==> config.mk <==
export PLATFORM = sky130hd
export DESIGN_NAME = serial_adder_ctrl
export DESIGN_NICKNAME = d
export VERILOG_FILES = /design/src/rtl/serial_adder_pkg.sv /design/src/rtl/serial_adder_ctrl_fa.sv /design/src/rtl/serial_adder_ctrl.sv
export SDC_FILE = /design/constraint.sdc
export NUM_CORES = 1
export LEC_CHECK = 0
export ABC_AREA = 0
export BUFFER_PORTS_ARGS = -buffer_cell sky130_fd_sc_hd__buf_2
export CAP_MARGIN = 0
export CORE_ASPECT_RATIO = 1.75
export CORE_MARGIN = 1
export CORE_UTILIZATION = 30
export CTS_BUF_LIST = sky130_fd_sc_hd__clkbuf_2
export DETAILED_ROUTE_END_ITERATION = 7
export PLACE_DENSITY = 0.53
export SLEW_MARGIN = 0
export SYNTH_ARGS = -nofsm -noshare
export SYNTH_HDL_FRONTEND = slang
export SYNTH_SLANG_ARGS = --single-unit
==> constraint.sdc <==
create_clock -name clk -period 3 [get_ports clk]
set_clock_uncertainty 0.05 [all_clocks]
set_input_delay 0.3 -clock clk [delete_from_list [all_inputs] [get_ports clk]]
set_output_delay 0.3 -clock clk [all_outputs]
set_load 0.01 [all_outputs]
==> src/rtl/serial_adder_pkg.sv <==
// Shared types and constants for the bit-serial adder sequencer.
package serial_adder_pkg;

    localparam int DEFAULT_WIDTH = 4;

    typedef enum logic [1:0] {
        IDLE = 2'd0,
        RUN  = 2'd1,
        DONE = 2'd2
    } state_t;

endpackage

==> src/rtl/serial_adder_ctrl_fa.sv <==
// 1-bit full-adder cell driven LSB-first by serial_adder_ctrl.
module fulladderfour (
    input  logic a,
    input  logic b,
    input  logic cin,
    output logic sum,
    output logic cout
);

    assign sum  = a ^ b ^ cin;
    assign cout = (a & b) | (cin & (a ^ b));

endmodule

==> src/rtl/serial_adder_ctrl.sv <==
// Bit-serial adder sequencer: WIDTH-cycle LSB-first add through one full-adder cell.
// Define SERIAL_ADD_OVF_EN to add the signed-overflow output ovf.
module serial_adder_ctrl
    import serial_adder_pkg::*;
#(
    parameter int WIDTH = DEFAULT_WIDTH
) (
    input  logic             clk,
    input  logic             rst,
    input  logic             in_valid,
    output logic             in_ready,
    input  logic [WIDTH-1:0] a_in,
    input  logic [WIDTH-1:0] b_in,
    input  logic             cin_in,
    output logic             out_valid,
    input  logic             out_ready,
    output logic [WIDTH-1:0] sum_out,
    output logic             cout,
`ifdef SERIAL_ADD_OVF_EN
    output logic             ovf,
`endif
    output logic             busy
);

    localparam int CW = (WIDTH > 1) ? $clog2(WIDTH) : 1;
    localparam logic [CW-1:0] LAST = CW'(WIDTH - 1);

    state_t           state;
    logic [WIDTH-1:0] a_sr;
    logic [WIDTH-1:0] b_sr;
    logic [WIDTH-1:0] result;
    logic             carry;
    logic [CW-1:0]    cnt;
    logic             fa_sum;
    logic             fa_co;

    fulladderfour u_fa (
        .a    (a_sr[0]),
        .b    (b_sr[0]),
        .cin  (carry),
        .sum  (fa_sum),
        .cout (fa_co)
    );

    assign sum_out = result;
    assign cout    = carry;

    // NOTE: in_ready/out_valid/busy are updated alongside the state so they stay
    // pure flops with no combinational path from in_valid or out_ready.
    always_ff @(posedge clk or posedge rst) begin
        if (rst) begin
            state     <= IDLE;
            a_sr      <= '0;
            b_sr      <= '0;
            result    <= '0;
            carry     <= 1'b0;
            cnt       <= '0;
            in_ready  <= 1'b1;
            out_valid <= 1'b0;
            busy      <= 1'b0;
`ifdef SERIAL_ADD_OVF_EN
            ovf       <= 1'b0;
`endif
        end else begin
            case (state)
                IDLE: begin
                    if (in_valid && in_ready) begin
                        a_sr     <= a_in;
                        b_sr     <= b_in;
                        carry    <= cin_in;
                        cnt      <= '0;
                        result   <= '0;
                        state    <= RUN;
                        in_ready <= 1'b0;
                        busy     <= 1'b1;
                    end
                end
                RUN: begin
                    a_sr   <= a_sr >> 1;
                    b_sr   <= b_sr >> 1;
                    result <= {fa_sum, result[WIDTH-1:1]};
                    carry  <= fa_co;
                    cnt    <= cnt + CW'(1);
                    if (cnt == LAST) begin
                        state     <= DONE;
                        busy      <= 1'b0;
                        out_valid <= 1'b1;
`ifdef SERIAL_ADD_OVF_EN
                        // carry still holds the carry into the MSB on this edge
                        ovf       <= carry ^ fa_co;
`endif
                    end
                end
                DONE: begin
                    if (out_ready) begin
                        state     <= IDLE;
                        out_valid <= 1'b0;
                        in_ready  <= 1'b1;
                    end
                end
                default: begin
                    state     <= IDLE;
                    in_ready  <= 1'b1;
                    out_valid <= 1'b0;
                    busy      <= 1'b0;
                end
            endcase
        end
    end

endmodule
Yosys cells after proc, flatten, opt, wreduce, memory -nomap -nowiden
Index checks and enable logic that the tools add are counted.
{"block": "op_classes", "addsub": 1, "n_eq_ne": 6, "n_mux": 23, "n_bitwise": 8, "reduce_logical": 8}
{"operator": "case mux 4 bit (2 select lines)", "count": 3}
{"operator": "two-way mux 4 bit", "count": 3}
{"operator": "AND reduction 3 bit", "count": 4}
{"operator": "case mux 1 bit (3 select lines)", "count": 3}
{"operator": "two-way mux 2 bit", "count": 4}
{"operator": "two-way mux 1 bit", "count": 7}
{"operator": "!= test 2 bit, second input constant", "count": 3}
{"operator": "case mux 2 bit (3 select lines)", "count": 1}
{"operator": "== test 2 bit, second input constant", "count": 2}
{"operator": "case mux 2 bit (2 select lines)", "count": 1}
{"operator": "NOT 1 bit", "count": 3}
{"operator": "adder 2 x 1 -> 2 bit, second input constant", "count": 1}
{"operator": "AND 1 bit", "count": 2}
{"operator": "== test 2 x 1 -> 1 bit, second input constant", "count": 1}
{"operator": "zero test 2 bit", "count": 1}
{"operator": "case mux 1 bit (2 select lines)", "count": 1}
{"operator": "AND reduction 2 bit", "count": 1}
{"operator": "nonzero test 2 bit", "count": 1}
{"operator": "XOR 1 bit", "count": 2}
{"operator": "logical AND 1 bit", "count": 1}
{"operator": "bitwise OR 1 bit", "count": 1}
{"block": "totals", "ff_bits": 20, "in_bits": 13, "elab_cells": 55}

Longest topological paths before layout
Gate-level depths: netlist of the first run.
{"block": "depth", "ltp_word": 4, "mapped_depth": 5, "depth_no_buf": 5}

Hierarchy
A second synthesis of the first run with hierarchy kept.
{"block": "unflattened", "hier_cells": 82, "area_unflattened_um2": 938.4}
{"mod": "serial_adder_ctrl", "n_inst": 1, "cells_each": 81, "area_each_um2": 918.4, "seq_area_each_um2": 501.7}
{"mod": "fulladderfour", "n_inst": 1, "cells_each": 1, "area_each_um2": 20.0, "seq_area_each_um2": 0.0}

Least setup slack after synthesis of the first run
Ideal clock, no wire load.
{"block": "synth_timing", "path_kind": "register to register", "start": "register in_ready", "end": "register a_sr[3]", "t_arrival_ns": 1.346, "setup_slack_ns": 1.483, "stages_incl_launch_ff": 6, "n_path_buf": 2, "cell_sequence": "dfstp_2 > a21oi_2 > or2_1 > buf_6 > buf_8 > a22o_1"}
{"block": "synth_between", "elab_chain_len": 3}
{"item": "start: declaration", "line_no": "serial_adder_ctrl.sv:11", "source": "output logic in_ready,"}
{"item": "start signal: assignment", "line_no": "serial_adder_ctrl.sv:58", "source": "in_ready <= 1'b1;"}
{"item": "start signal: assignment", "line_no": "serial_adder_ctrl.sv:74", "source": "in_ready <= 1'b0;"}
{"item": "start signal: assignment", "line_no": "serial_adder_ctrl.sv:98", "source": "in_ready <= 1'b1;"}
{"item": "logical AND 1 bit", "line_no": "serial_adder_ctrl.sv:67", "source": "if (in_valid && in_ready) begin"}
{"item": "!= test 2 bit (no line)"}
{"item": "AND reduction 2 bit (no line)"}
{"item": "end signal: assignment", "line_no": "serial_adder_ctrl.sv:68", "source": "a_sr <= a_in;"}
{"item": "end signal: assignment", "line_no": "serial_adder_ctrl.sv:79", "source": "a_sr <= a_sr >> 1;"}
{"item": "end: declaration", "line_no": "serial_adder_ctrl.sv:29", "source": "logic [WIDTH-1:0] a_sr;"}
Every way passes these cells.
A chain may end at the register's enable or synchronous reset.

Final worst setup path of the first run
{"block": "layout_timing", "start": "register state[0]", "end": "register cnt[0]"}
{"block": "layout_between", "elab_chain_len": 3, "elab_cells_between_ends": 6}
{"item": "start: declaration", "line_no": "serial_adder_ctrl.sv:28", "source": "state_t state;"}
{"item": "start signal: assignment", "line_no": "serial_adder_ctrl.sv:52", "source": "state <= IDLE;"}
{"item": "start signal: assignment", "line_no": "serial_adder_ctrl.sv:73", "source": "state <= RUN;"}
{"item": "start signal: assignment", "line_no": "serial_adder_ctrl.sv:85", "source": "state <= DONE;"}
{"item": "== test 2 x 1 -> 1 bit / zero test 2 bit (equally long branches)", "line_no": "serial_adder_ctrl.sv:65", "source": "case (state)"}
{"item": "nonzero test 2 bit (no line) / != test 2 bit (equally long branches)"}
{"item": "AND reduction 2 bit (no line)"}
{"item": "end signal: assignment", "line_no": "serial_adder_ctrl.sv:83", "source": "cnt <= cnt + CW'(1);"}
{"item": "end: declaration", "line_no": "serial_adder_ctrl.sv:33", "source": "logic [CW-1:0] cnt;"}
Parallel ways exist; a longest one is shown, timed or not.

==> impl_metrics.tcl, run 1 <==
set metrics [dict create \
    grt_usage_pct 11.5 \
    final_net_count 118 \
    cts_buffers 3 \
    grt_pass1_wl_um 2830 \
    synth_fa_ha_area_share_pct 3.51 \
    globalplace.congestion 0.686 \
    synthArstFlopShare_pct 100 \
    dieHeight_um 75.5 \
    ys_seq_area_share_pct 54.2 \
    start_util_pct 31.6 \
    cts.htree.levels 1 \
    synth_xor_area_share_pct 0 \
    use_met1_pct 12.9 \
    post_dp_cell_area_mm2 0.00102 \
    ys_types 28 \
    synth_area_per_cell_um2 11.2 \
    cp-start-kind "flip-flop" \
    path_max_fanout 15 \
    rsz0062_at_grt "false" \
    hold_ws_ns 0.0317 \
    rows 26 \
    area_growth_pct 12.3 \
    synthMuxAreaShare_pct 8.92 \
    wl_um 1780 \
    synth_top_family_by_area "compound AO/OA/AOI/OAI gates" \
    final_area_mm2 0.00104 \
    cts_setup_buffers 0 \
    antenna_cells 0 \
    max_slew.worst_pin.slew_ns 0.754 \
    synth_area_leaders "dfrtp_1, mux2i_1, a22o_1" \
    hpwl_um 1340 \
    yosys.area_share.simple_pct 6.62 \
    fmax_mhz 620 \
    crit_type "reg2reg" \
    nFillCells 312 \
    io_buffers 20 \
    synth_compound_area_share_pct 20.4 \
    io-pin-count 21 \
    hold_buffers 0 \
    vias 663 \
    drc 0 \
    detail_route.wl_per_cell_um 13.7 \
    die_area_mm2 0.00332 \
    max-vdd-ir-drop_mv 0.300 \
    synth_flop_cell "dfrtp_1" \
    die_w_um 44.0 \
    drive_above_1_share_pct 27.5 \
    worstSetupEndpointType "flip-flop" \
    status "completed" \
    grt_max_degree 21 \
    synth_edf_count 0 \
    cp.arrival_ns 1.83 \
    register_area_um2 502 \
    synthCells 83 \
    synth_top_area_share_pct 51.4 \
    ys_seq_elements 20 \
    grt_use_met3_pct 1.90 \
    insertion_delay_ns 0.31 \
    multi_input_area_um2 365 \
    slew_viol_final 0 \
    synth_fp_nets 98 \
    root_buffer "clkbuf_2" \
    coreArea_mm2 0.00293 \
    synth_top_cell_by_area "dfrtp_1" \
    antenna_found_initial 0 \
    post_cts_resized 0 \
    synth_common_cells "dfrtp_1, o21ai_0, o21ai_1, a22o_1, mux2i_1" \
    top_usage_layer "met2" \
    min_period_ns 1.61 \
    hold_viol 0 \
    cellPowerDensity_mw_per_mm2 868 \
    drv_cap 0 \
    grtUsageMet2_pct 19.9 \
    hold_class "in2async" \
    ant_nets 0 \
    path_clk_slew_ns 0.19 \
    drtIter0Drc 23 \
    power.total_uw 903 \
    finalCritPeriodShare_pct 53.8 \
    overflow 0 \
    ctsLongestPathBuffers 2 \
    ys_warn_count 0 \
    cp.required_ns 3.22 \
    finalSetupViolations 0 \
    clkSinkCount 20 \
    grt_pass1_vias 626 \
    relSlewSlack_pct 49.7 \
    via_per_inst 5.10 \
    cts_tree "done" \
    synth.cell_area_um2 926 \
    synth_most_common_cell "dfrtp_1" \
    firstDrtPassIters 5 \
    finalCoreUtilization_pct 35.5 \
    p_leak_uw 0.000523 \
    final.setup.tns_ns 0 \
]
## stage by stage
step                      std cells  setup slack (ns)
after floorplan                  83              1.48
after global placement          126              1.42
after detailed placement        126              1.39
after global routing            130              1.26
after CTS                       130              1.37
final                           130              1.39
## worst max-delay path: stages, from the launching register on
cell	delay (ns)
dfrtp_1	0.54
a21oi_2	0.28
or2_1	0.46
mux2_2	0.25
## registers in the layout (all words and copies together), names as in the netlist
signal / flops
a_sr: 4
b_sr: 4
sum_out: 4
cnt: 2
state: 2
busy: 1
cout: 1
in_ready: 1
out_valid: 1
## cell type report
class | instances | share of cell area [%]
clock buffers | 3 | 1.44
clock inverters | 1 | 0.361
inverters | 5 | 1.81
multi-input cells | 53 | 35.1
flip-flops and latches | 20 | 48.3
well taps | 28 | 3.37
repair buffers | 20 | 9.63
## worst paths after layout
check	from	to	slack [ns]	depth (start not counted)
worst min-delay path	rst	sum_out[0]	0.03	2
worst min register to register	sum_out[0]	sum_out[0]	0.47	1
min in group clk	out_ready	state[1]	0.12	2
worst max-delay path	state[0]	cnt[0]	1.39	3
worst max register to register	state[0]	cnt[0]	1.39	3
max in group asynchronous	rst	a_sr[3]	2.40	2
## cells by family after synthesis
family	count (synthesis)
simple gates	13
mux	8
fa+ha+maj	2
buf+inv	10
compound gates	30
flops	20
## per-layer routing
metal	routed length [um]	share of wire [%]
met1	787	44
met2	928	52
met3	49	2.8
met4	16	0.90
met5	0	0
## power by group
part	internal, uW	leakage, uW	total [uW]	switching [uW]
sequential	375	0.000247	455	80.0
combinational	164	0.000262	339	175
clock	29.0	0.0000140	109	80.1
total	568	0.000523	903	335
## placed cells by master (no fill, tap or decap), types with 2 or more instances in the layout
cell,instances
a21oi_1,3
a22o_1,6
buf_2,20
clkbuf_2,3
dfrtp_1,19
inv_1,5
mux2_2,2
mux2i_1,6
nand2_1,4
nor2_1,4
o21ai_0,9
o21ai_1,7
Power figures use the tool's default switching activity.
==> run 2, diff against run 1 <==
--- a/config.mk
+++ b/config.mk
@@ -5,7 +5,7 @@
 export SDC_FILE = /design/constraint.sdc
 export NUM_CORES = 1
 export LEC_CHECK = 0
-export ABC_AREA = 0
+export ABC_AREA = 1
 export BUFFER_PORTS_ARGS = -buffer_cell sky130_fd_sc_hd__buf_2
 export CAP_MARGIN = 0
 export CORE_ASPECT_RATIO = 1.75
==> constraint.sdc (replaced) <==
create_clock -name clk -period 1.55 [get_ports clk]
set_clock_uncertainty 0.05 [all_clocks]
set_input_delay 0.155 -clock clk [delete_from_list [all_inputs] [get_ports clk]]
set_output_delay 0.155 -clock clk [all_outputs]
set_load 0.01 [all_outputs]
==> impl_metrics.tcl, run 2 <==
set metrics [dict create \
    status "completed" \
    r2r_slack_ns 0.19 \
    ctsLongestPathBuffers 2 \
    rsz0062_at_grt "false" \
    path_clk_slew_ns 0.18 \
    cp-start-kind "flip-flop" \
    ys_warn_count 0 \
    synth_top_area_share_pct 49.4 \
    grt_max_degree 26 \
    overflow 0 \
    hpwl_um 1460 \
    whs_endpoint "b_sr[3]" \
    finalWorstSetupSlack_ns 0.193 \
    finalSetupViolations 0 \
    synthMuxAreaShare_pct 0 \
    io_buffers 20 \
    antenna_found_initial 0 \
    cts.htree.levels 1 \
    coreArea_mm2 0.00299 \
    grt_pass1_wl_um 3400 \
    synthCells 117 \
    min-delay-start "b_in[3]" \
    drv_cap 0 \
    cts_tree "done" \
    final_net_count 158 \
    die_w_um 44.8 \
    synth_flop_cell "dfrtp_1" \
    dieHeight_um 76.9 \
    mostFrequentLayoutCell "nand2_1" \
    mostFrequentLayoutCells "nand2_1, buf_2, dfrtp_1" \
    via_per_inst 4.28 \
    cellPowerDensity_mw_per_mm2 1850 \
    reg2reg_from "in_ready" \
    synth_edf_count 0 \
    hold_ws_ns 0.0362 \
    path_max_fanout 14 \
    p_leak_uw 0.000645 \
    io-pin-count 21 \
    antenna_cells 0 \
    r2r_cells 6 \
    clkSinkCount 20 \
    firstDrtPassIters 4 \
    detail_route.wl_per_cell_um 11.1 \
    ys_seq_area_share_pct 52.1 \
    ant_nets 0 \
    grt_usage_pct 13.3 \
    hold_class "in2reg" \
    globalplace.congestion 0.724 \
    rows 26 \
    start_util_pct 32.1 \
    synth_top_cell_by_area "dfrtp_1" \
    final.setup.tns_ns 0 \
    area_growth_pct 18.6 \
    vias 787 \
    synth_area_per_cell_um2 8.22 \
    fmax_mhz 737 \
    worstReg2RegEnd "b_sr[1]" \
    min_period_ns 1.36 \
    synth_xor_area_share_pct 0 \
    finalCoreUtilization_pct 38.1 \
    wl_um 2040 \
    synth_top_family_by_area "simple AND/OR/NAND/NOR gates" \
    synth_compound_area_share_pct 4.94 \
    drc 0 \
    cts_buffers 3 \
    ys_seq_elements 20 \
    worstSetupEndpointType "flip-flop" \
    relSlewSlack_pct 67.0 \
    synth_fp_nets 132 \
    synthArstFlopShare_pct 100 \
    ys_types 18 \
    grt_pass1_vias 776 \
    finalCritPeriodShare_pct 87.5 \
    post_cts_resized 0 \
    synth.cell_area_um2 962 \
    crit_type "reg2reg" \
    insertion_delay_ns 0.31 \
    place_ws_ns 0.210 \
    cp.required_ns 1.76 \
    max_slew.worst_pin.slew_ns 0.494 \
    hold_depth 3 \
    synth_area_leaders "dfrtp_1, nand2_1, nand3_1" \
    synth_common_cells "nand2_1, dfrtp_1, nand3_1, inv_1, o21ai_0" \
    max-vdd-ir-drop_mv 0.544 \
    yosys.area_share.simple_pct 30.9 \
    die_area_mm2 0.00345 \
    root_buffer "clkbuf_2" \
    drtIter0Drc 21 \
    cp.arrival_ns 1.57 \
    hold_viol 0 \
    slew_viol_final 0 \
    synth_fa_ha_area_share_pct 3.38 \
    synth_most_common_cell "nand2_1" \
    drive_above_1_share_pct 22.5 \
]
run 2: worst max-delay path by stage:
| stage | startpoint | to | slack (ns) | cells after the start |
|---|---|---|---|---|
| final | in_ready | b_sr[1] | 0.19 | 6 |
| after global routing | in_ready | a_sr[2] | 0.05 | 6 |
| after CTS | in_ready | a_sr[2] | 0.16 | 6 |
| after detailed placement | in_ready | cnt[0] | 0.21 | 5 |
| after global placement | in_ready | a_sr[1] | 0.26 | 6 |
| after floorplan | cout | sum_out[3] | 0.34 | 3 |
run 2: kinds of logic after synthesis:
logic type | Yosys count
compound gates | 9
fa+ha+maj | 2
buf+inv | 16
flops | 20
simple gates | 70
run 2: critical path: stages, from the launching register on:
cell and delay (ns):
dfstp_2 0.58, nand2_1 0.05, inv_1 0.08, nand2_2 0.18, nand2_2 0.23, nand2_1 0.08
nand2_1 0.07
run 2: cell type report:
class / count / area [um^2]
Clock buffer: 3 / 15.0
Clock inverter: 1 / 3.75
Fill cell: 321 / 1850
Multi-Input combinational cell: 81 / 378
Tap cell: 42 / 52.6
Sequential cell: 20 / 502
Timing Repair Buffer: 25 / 145
Inverter: 12 / 45.0
run 2: what timing repair did:
item	4_1_cts	5_1_grt
endpoints found under the hold margin	20	1
hold buffers	2	1
buffers inserted	0	0
run 2: power by group:
group	internal (uW)	switching, uW
registers	774	159
logic	365	605
clock network	56.1	155
run 2: stage by stage:
stage,power [uW],area (um^2),instances
floorplan,1680,962,117
global placement,1890,1090,177
detailed placement,1930,1090,177
CTS,2160,1130,183
global route,2350,1140,184
finish,2110,1140,184
run 2: metal layers:
metal / share of wire, % / track usage (%) / up-vias / wire length, um
li1: - / - / 412 / -
met1: 45 / 16.0 / 359 / 921
met2: 50 / 21.6 / 12 / 1020
met3: 2.8 / 2.35 / 4 / 57
met4: 2.0 / 7.27 / 0 / 41
met5: 0 / 0 / - / 0
